--- src/rtl/vga_pkg.sv ---
// Shared definitions for the VGA pixel feeder: command codes, colour field
// widths and the feeder FSM state encoding.
package vga_pkg;

    localparam int R_W     = 2;
    localparam int G_W     = 2;
    localparam int B_W     = 2;
    localparam int RGB_W   = R_W + G_W + B_W;
    localparam int ENTRY_W = RGB_W + 1;

    localparam logic [1:0] CMD_PIX = 2'b00;
    localparam logic [1:0] CMD_RST = 2'b11;

    typedef enum logic [1:0] {
        IDLE  = 2'd0,
        SYNC  = 2'd1,
        RUN   = 2'd2,
        DRAIN = 2'd3
    } feeder_state_t;

endpackage

--- src/rtl/pix_fifo.sv ---
// Synchronous pixel FIFO with occupancy output; a written entry only becomes
// visible at the head one cycle later because emptiness tracks the registered level.
module pix_fifo #(
    parameter  int DEPTH = 16,
    parameter  int WIDTH = 7,
    localparam int AW    = $clog2(DEPTH),
    localparam int LVL_W = AW + 1
) (
    input  logic             clk_pix,
    input  logic             rst_pix,
    input  logic             push,
    input  logic             pop,
    input  logic [WIDTH-1:0] wdata,
    output logic [WIDTH-1:0] rdata,
    output logic             full,
    output logic             empty,
    output logic [LVL_W-1:0] level
);

    localparam logic [LVL_W-1:0] FULL_LVL = LVL_W'(DEPTH);

    logic [WIDTH-1:0] mem [DEPTH];
    logic [AW-1:0]    wr_ptr;
    logic [AW-1:0]    rd_ptr;
    logic             do_push;
    logic             do_pop;

    assign full    = (level == FULL_LVL);
    assign empty   = (level == '0);
    assign do_push = push && !full;
    assign do_pop  = pop && !empty;
    assign rdata   = mem[rd_ptr];

    always_ff @(posedge clk_pix) begin
        if (do_push) begin
            mem[wr_ptr] <= wdata;
        end
    end

    // Pointers are exactly AW bits wide, so the power-of-two depth makes them wrap naturally.
    always_ff @(posedge clk_pix or negedge rst_pix) begin
        if (!rst_pix) begin
            wr_ptr <= '0;
            rd_ptr <= '0;
            level  <= '0;
        end else begin
            if (do_push) begin
                wr_ptr <= wr_ptr + 1'b1;
            end
            if (do_pop) begin
                rd_ptr <= rd_ptr + 1'b1;
            end
            case ({do_push, do_pop})
                2'b10:   level <= level + 1'b1;
                2'b01:   level <= level - 1'b1;
                default: level <= level;
            endcase
        end
    end

endmodule

--- src/rtl/vga_pixel_feeder.sv ---
// Buffers upstream pixels and feeds them to the VGA driver as command/colour
// bytes, aligning to frame starts and flagging underflow and misplaced sof.
module vga_pixel_feeder
    import vga_pkg::*;
#(
    parameter  int DEPTH = 16,
    localparam int LVL_W = $clog2(DEPTH) + 1
) (
    input  logic             clk_pix,
    input  logic             rst_pix,
    input  logic             in_valid,
    output logic             in_ready,
    input  logic [RGB_W-1:0] in_rgb,
    input  logic             in_sof,
    input  logic             de,
    output logic [7:0]       wb_data,
    output logic [LVL_W-1:0] level,
    output logic             underflow,
    output logic             sof_err,
    input  logic             clr_flags
);

    feeder_state_t      state;
    feeder_state_t      state_nxt;
    logic [ENTRY_W-1:0] head;
    logic               head_sof;
    logic [RGB_W-1:0]   head_rgb;
    logic               fifo_full;
    logic               fifo_empty;
    logic               pop;
    logic [7:0]         wb_nxt;
    logic               first_pix;
    logic               first_nxt;
    logic               set_uf;
    logic               set_se;

    assign in_ready = !fifo_full;
    assign head_sof = head[RGB_W];
    assign head_rgb = head[RGB_W-1:0];

    pix_fifo #(
        .DEPTH (DEPTH),
        .WIDTH (ENTRY_W)
    ) u_fifo (
        .clk_pix (clk_pix),
        .rst_pix (rst_pix),
        .push    (in_valid && in_ready),
        .pop     (pop),
        .wdata   ({in_sof, in_rgb}),
        .rdata   (head),
        .full    (fifo_full),
        .empty   (fifo_empty),
        .level   (level)
    );

    // A misplaced sof pixel is left at the head so the DRAIN state resyncs on it.
    always_comb begin
        state_nxt = state;
        pop       = 1'b0;
        wb_nxt    = 8'h00;
        first_nxt = first_pix;
        set_uf    = 1'b0;
        set_se    = 1'b0;
        case (state)
            IDLE, DRAIN: begin
                if (!fifo_empty) begin
                    if (head_sof) begin
                        state_nxt = SYNC;
                    end else begin
                        pop = 1'b1;
                    end
                end
            end
            SYNC: begin
                wb_nxt    = {6'b00_0000, CMD_RST};
                first_nxt = 1'b1;
                state_nxt = RUN;
            end
            RUN: begin
                if (de) begin
                    if (fifo_empty) begin
                        set_uf    = 1'b1;
                        state_nxt = DRAIN;
                    end else if (head_sof && !first_pix) begin
                        set_se    = 1'b1;
                        state_nxt = DRAIN;
                    end else begin
                        pop       = 1'b1;
                        wb_nxt    = {head_rgb, CMD_PIX};
                        first_nxt = 1'b0;
                    end
                end
            end
            default: state_nxt = IDLE;
        endcase
    end

    always_ff @(posedge clk_pix or negedge rst_pix) begin
        if (!rst_pix) begin
            state     <= IDLE;
            wb_data   <= 8'h00;
            first_pix <= 1'b0;
            underflow <= 1'b0;
            sof_err   <= 1'b0;
        end else begin
            state     <= state_nxt;
            wb_data   <= wb_nxt;
            first_pix <= first_nxt;
            underflow <= clr_flags ? 1'b0 : (underflow | set_uf);
            sof_err   <= clr_flags ? 1'b0 : (sof_err | set_se);
        end
    end

endmodule

--- config.mk ---
export PLATFORM = sky130hd
export DESIGN_NAME = vga_pixel_feeder
export DESIGN_NICKNAME = d
export VERILOG_FILES = /design/src/rtl/vga_pkg.sv /design/src/rtl/pix_fifo.sv /design/src/rtl/vga_pixel_feeder.sv
export SDC_FILE = /design/constraint.sdc
export NUM_CORES = 1
export LEC_CHECK = 0
export BUFFER_PORTS_ARGS = -buffer_cell sky130_fd_sc_hd__buf_2
export CAP_MARGIN = 10
export CORE_ASPECT_RATIO = 1.1
export CORE_MARGIN = 2
export CORE_UTILIZATION = 65
export CTS_CLUSTER_SIZE = 28
export DETAILED_ROUTE_END_ITERATION = 8
export PLACE_DENSITY_LB_ADDON = 0.15
export SYNTH_ARGS = -nofsm -noshare
export SYNTH_HDL_FRONTEND = slang
export SYNTH_SLANG_ARGS = --single-unit
--- constraint.sdc ---
create_clock -name clk_pix -period 6.2 [get_ports clk_pix]
set_input_delay 0.62 -clock clk_pix [delete_from_list [all_inputs] [get_ports clk_pix]]
set_output_delay 0.62 -clock clk_pix [all_outputs]
set_load 0.01 [all_outputs]
Word level (Yosys, flattened, before mapping)
Memory sizes are Yosys's and may differ from the RTL's. Cells that the tools add are included.

Word-level logic and storage cells: 73. Output and inout bits: 16. Memory bits (writable): 112. Memories: 1. Register bits: 26.

Reduce and logical (&&, ||, !) cells: 14. Add/sub/neg operators: 4. Eq/ne operators: 12. Multiplexer cells: 32. Bitwise gates (word level): 2.

Memory list: u_fifo.mem (depth 16, width 7, rd ports 1, clocked after Yosys merged registers in 0, wr ports 1, line pix_fifo.sv:22) `logic [WIDTH-1:0] mem [DEPTH];`.

Operators with widths (number): 2-to-1 mux 8 bit (3); 2-to-1 mux 1 bit (19); case mux 8 bit (2 select lines) (1); 2-to-1 mux 2 bit (5); inequality test 2 bit, second input constant (5); case mux 5 bit (2 select lines) (1); adder 4 x 1 -> 4 bit, second input constant (2); AND reduction 4 bit (2); == test 2 bit, second input constant (3); case mux 2 bit (3 select lines) (1); adder 5 x 1 -> 5 bit, second input constant (1); == test 5 bit, second input constant (1); zero test 5 bit (1); subtractor 5 x 1 -> 5 bit, second input constant (1); == test 2 x 1 -> 1 bit, second input constant (2); logical AND 1 bit (4); case mux 1 bit (2 select lines) (2); nonzero test 2 bit (2); zero test 1 bit (3); inequality test 3 bit, second input constant (1); zero test 2 bit (1); bitwise OR 1 bit (2); OR reduction 2 bit (1).

Depth between registers and ports, before layout
Word-level depth: 9. Mapped depth: 15. Depth with buffers taken out: 15.

Modules after synthesis
A second synthesis with hierarchy kept.

Cell total of the unflattened synthesis: 355. Area total of the unflattened synthesis: 5763.0 um^2.

By module, submodules not included: pix_fifo (cells each 302, area an instance 5193.7 um^2, seq. area each 3688.5 um^2, times used 1); vga_pixel_feeder (cells each 53, area an instance 569.3 um^2, seq. area each 300.3 um^2, times used 1).

Worst setup path after synthesis
OpenSTA, ideal clock, no wires.

Kind: reg-to-reg. From: register u_fifo.rd_ptr[0]. To: register u_fifo.level[4]. Data required time: 6.072 ns. Cell stages (with the launch flop): 16. Slack: 3.152 ns. Buffers on the path: 1. Data arrival time: 2.920 ns. Period minus slack after synthesis: 3.048 ns. Path through: dfrtp_1 buf_6 mux4_2 or2_4 a22oi_4 a32oi_2 inv_1 ha_1 inv_1 fa_1 inv_1 a21o_1 a21oi_1 xnor2_1 nor2_1 xor2_1.

Word-level cells in the longest chain between the ends: 9. Elaborated cells between the ends (all ways): 13.

Ends and longest elaborated chain: start: declaration (line pix_fifo.sv:24) `logic [AW-1:0] rd_ptr;`; start signal: assignment (line pix_fifo.sv:51) `rd_ptr <= rd_ptr + 1'b1;`; memory (16 x 7 bit) (*); logical AND 1 bit (line vga_pixel_feeder.sv:84) `end else if (head_sof && !first_pix) begin`; 2-to-1 mux 1 bit (line vga_pixel_feeder.sv:84); 2-to-1 mux 1 bit (line vga_pixel_feeder.sv:81) `if (fifo_empty) begin`; 2-to-1 mux 1 bit (line vga_pixel_feeder.sv:80) `if (de) begin`; case mux 1 bit (2 select lines) (*) (line vga_pixel_feeder.sv:64) `case (state)`; logical AND 1 bit (*) (line pix_fifo.sv:31) `assign do_pop = pop && !empty;`; named net u_fifo.do_pop (line pix_fifo.sv:26) `logic do_pop;`; == test 2 x 1 -> 1 bit or == test 2 bit (tied branches) (line pix_fifo.sv:53) `case ({do_push, do_pop})`; case mux 5 bit (2 select lines) or nonzero test 2 bit (tied branches); end signal: assignment (line pix_fifo.sv:54) `2'b10: level <= level + 1'b1;`; end signal: assignment (line pix_fifo.sv:55) `2'b01: level <= level - 1'b1;`; end signal: assignment (line pix_fifo.sv:56) `default: level <= level;`; end: declaration (line pix_fifo.sv:17) `output logic [LVL_W-1:0] level`.

The timed path passes the listed nets; every way through them passes the cells marked *. A chain may end at the register's enable or synchronous reset.

Worst setup path in the final report
Same ends and word-level chain as after synthesis.

==> flow_summary_export.csv <==
group,metric,value,unit
place,gp_congestion,0.857,
global_route,grtUsageMet2,43.4,%
power,total_power,0.00323,W
global_route,groute.layer.met3.usage,6.49,%
timing,relSlewSlack,39.1,%
finish,layout-drive-gt1-share,23.1,%
global_route,grt_pass1_wl,17500,µm
global_route,grt-ovfl-total,0,
synth,syn_nets,368,
floorplan,coreArea,8450,µm²
setup_path,worstPathMaxFanout,31,
synth,synth_edf_count,112,
synth,synthFlopType,"edfxtp_1",
synth,postSynth.asyncResetShare,18.2,%
timing,tightest_slew,913,ps
timing,layout_worst_path_cycle_share,64.3,%
synth,netlist_area,5680,µm²
floorplan,rows,35,
place,portBuffers,27,
setup_path,arrival,4380,ps
power,leakage,2.42,nW
job,maxCapViolations,0,
routing,vias,3081,
routing,drc,0,
timing,clock-skew-final,9.66,ps
floorplan,dieArea,9500,µm²
global_route,antenna_found_initial,0,
global_route,grt.busiest_layer,"met2",
global_route,grt_pass1_vias,3152,
clock_tree,cts_tree,"built",
routing,route.final.wire_length,11200,µm
floorplan,die_h,102,µm
clock_tree,post_cts_buffers,0,
power,powerDensity,498,nW/µm²
timing,setup-violations-final,0,
setup_path,endpoint_kind,"flip-flop",
synth,yosysWarningCount,0,
timing,hold_viol,0,
clock_tree,clock_path_buffers,2,
clock_tree,cts_buffers,17,
finish,final_cell_mix,"edfxtp_1 (112), mux2i_1 (29), buf_2 (27)",
floorplan,initial_core_util,67.2,%
clock_tree,cts-htree-levels,4,
clock_tree,cts-resized-gates,0,
hold_path,hold_class,"primary input to asynchronous set/reset pin",
finish,fin_nets,402,
timing,min_period,3990,ps
finish,synthToLayoutAreaGrowth,14.3,%
setup_path,critPathKind,"flip-flop to flip-flop",
clock_tree,worstSkewPairLatency,520,ps
timing,rsz0062_at_grt,"false",
clock_tree,clockRootBuffer,"clkbuf_8",
routing,post_drt_wl_per_cell,22.3,µm
place,dp_hpwl,7050,µm
timing,fin_tns_setup,0,ps
routing,vias_per_cell,6.15,
synth,ys_ff_latch,137,
routing,dr.first_iter.drc_count,287,
synth,synth-seq-area-share,70.2,%
timing,drv_slew,0,
finish,diodes,0,
timing,hold_ws,116,ps
finish,fillers,497,
run_status,status,"complete, no violations",
floorplan,ios,28,
global_route,grt.total_usage,26.3,%
setup_path,worstSetupStartpointType,"flip-flop",
setup_path,required,6600,ps
clock_tree,cts_sinks,137,
clock_tree,clk_pin_slew,60,ps
synth,avgSynthCellArea,16.6,µm²
power,ir_drop,0.310,mV
floorplan,die_w,93.1,µm
synth,syn-instance-count,343,
timing,clock.fmax,251,MHz
global_route,grt_max_degree,32,
routing,ant_nets,0,
routing,drt-pass1-iter-count,5,
synth,synth.distinct_cells,45,
global_route,use_met1,35.4,%
finish,layout_commonest_cell,"edfxtp_1",
clock_tree,holdBufCountCts,0,
==> layer usage <==
layer	routed length [µm]	vias to the layer above
li1	-	1392
met1	4650	1543
met2	5730	131
met3	671	15
met4	145	0
met5	0	-
==> metrics by stage <==
| stage | cells | util, % | area [µm²] | setup WS (ps) |
|---|---|---|---|---|
| 2_1_floorplan | 343 | - | 5680 | 3150 |
| 3_3_place_gp | 468 | 69.8 | 5900 | 2430 |
| 3_5_place_dp | 468 | 69.8 | 5900 | 2300 |
| 4_1_cts | 500 | 76.7 | 6480 | 2180 |
| 5_1_grt | 501 | 76.8 | 6490 | 1870 |
| 6_report | 501 | 76.8 | 6490 | 2210 |
==> layout make-up <==
cell class              instances  area [µm²]  share of cell area (%)
well taps                     111         139                    2.14
inverters                      14        52.6                   0.810
multi-input cells             175        1560                    24.0
clock inverters                14         161                    2.49
flip-flops and latches        137        3990                    61.5
clock buffers                  18         418                    6.44
repair buffers                 32         173                    2.66
==> cell usage after synthesis (6+ instances only) <==
| cell | instances | area share [%] |
|---|---|---|
| clkbuf_1 | 8 | 0.53 |
| dfrtp_1 | 25 | 11 |
| edfxtp_1 | 112 | 59 |
| ha_1 | 12 | 2.6 |
| inv_1 | 13 | 0.86 |
| mux2i_1 | 29 | 5.1 |
| mux4_2 | 14 | 5.6 |
| nand2_1 | 19 | 1.3 |
| nor2_1 | 20 | 1.3 |
| o21ai_0 | 6 | 0.53 |
| o221ai_1 | 11 | 1.7 |
| o22ai_1 | 6 | 0.66 |
| xnor2_1 | 7 | 1.1 |
==> registers in the layout, indices dropped and copies added (netlist names), 2 cells and up <==
| register | count |
|---|---|
| u_fifo.mem | 112 |
| wb_data | 7 |
| u_fifo.level | 5 |
| u_fifo.rd_ptr | 4 |
| u_fifo.wr_ptr | 4 |
| state | 2 |
==> critical path: stages, from the launching register on <==
cell and delay [ps]:
dfrtp_2 690, buf_4 540, mux2i_1 190, a221oi_2 440
a32oi_1 220, a32oi_2 370, inv_1 80, ha_1 260
inv_1 110, fa_1 210, inv_1 50, a21o_1 170
a21oi_1 180, xnor2_1 130, nor2_1 70, xor2_1 140
==> cell families after synthesis <==
logic type               count (synthesis)  synth area share, %
AO/OA/AOI/OAI                           48                 7.09
XOR/XNOR                                11                 1.70
adder cells (fa/ha/maj)                 13                 3.00
buffers and inverters                   31                 2.36
flip-flops                             137                 70.2
multiplexers                            44                 10.9
AND/OR/NAND/NOR                         59                 4.76
==> path summary, 6_finish.rpt <==
| path | startpoint | endpoint | slack, ps | cells after the start |
|---|---|---|---|---|
| hold / removal | rst_pix | sof_err | 120 | 1 |
| min in group clk_pix | clr_flags | sof_err | 270 | 2 |
| hold reg to reg | underflow | underflow | 500 | 2 |
| setup reg to reg | u_fifo.rd_ptr[0] | u_fifo.level[4] | 2210 | 15 |
| setup / recovery | u_fifo.rd_ptr[0] | u_fifo.level[4] | 2210 | 15 |
| max in group asynchronous | rst_pix | u_fifo.rd_ptr[0] | 5640 | 1 |
==> power by group <==
group,internal (W),leakage (nW),switching (W)
clock,0.000582,0.279,0.000394
combinational,0.000414,0.823,0.000550
sequential,0.00114,1.32,0.000154
total,0.00213,2.42,0.00110
(Power assumes the default switching activity.)
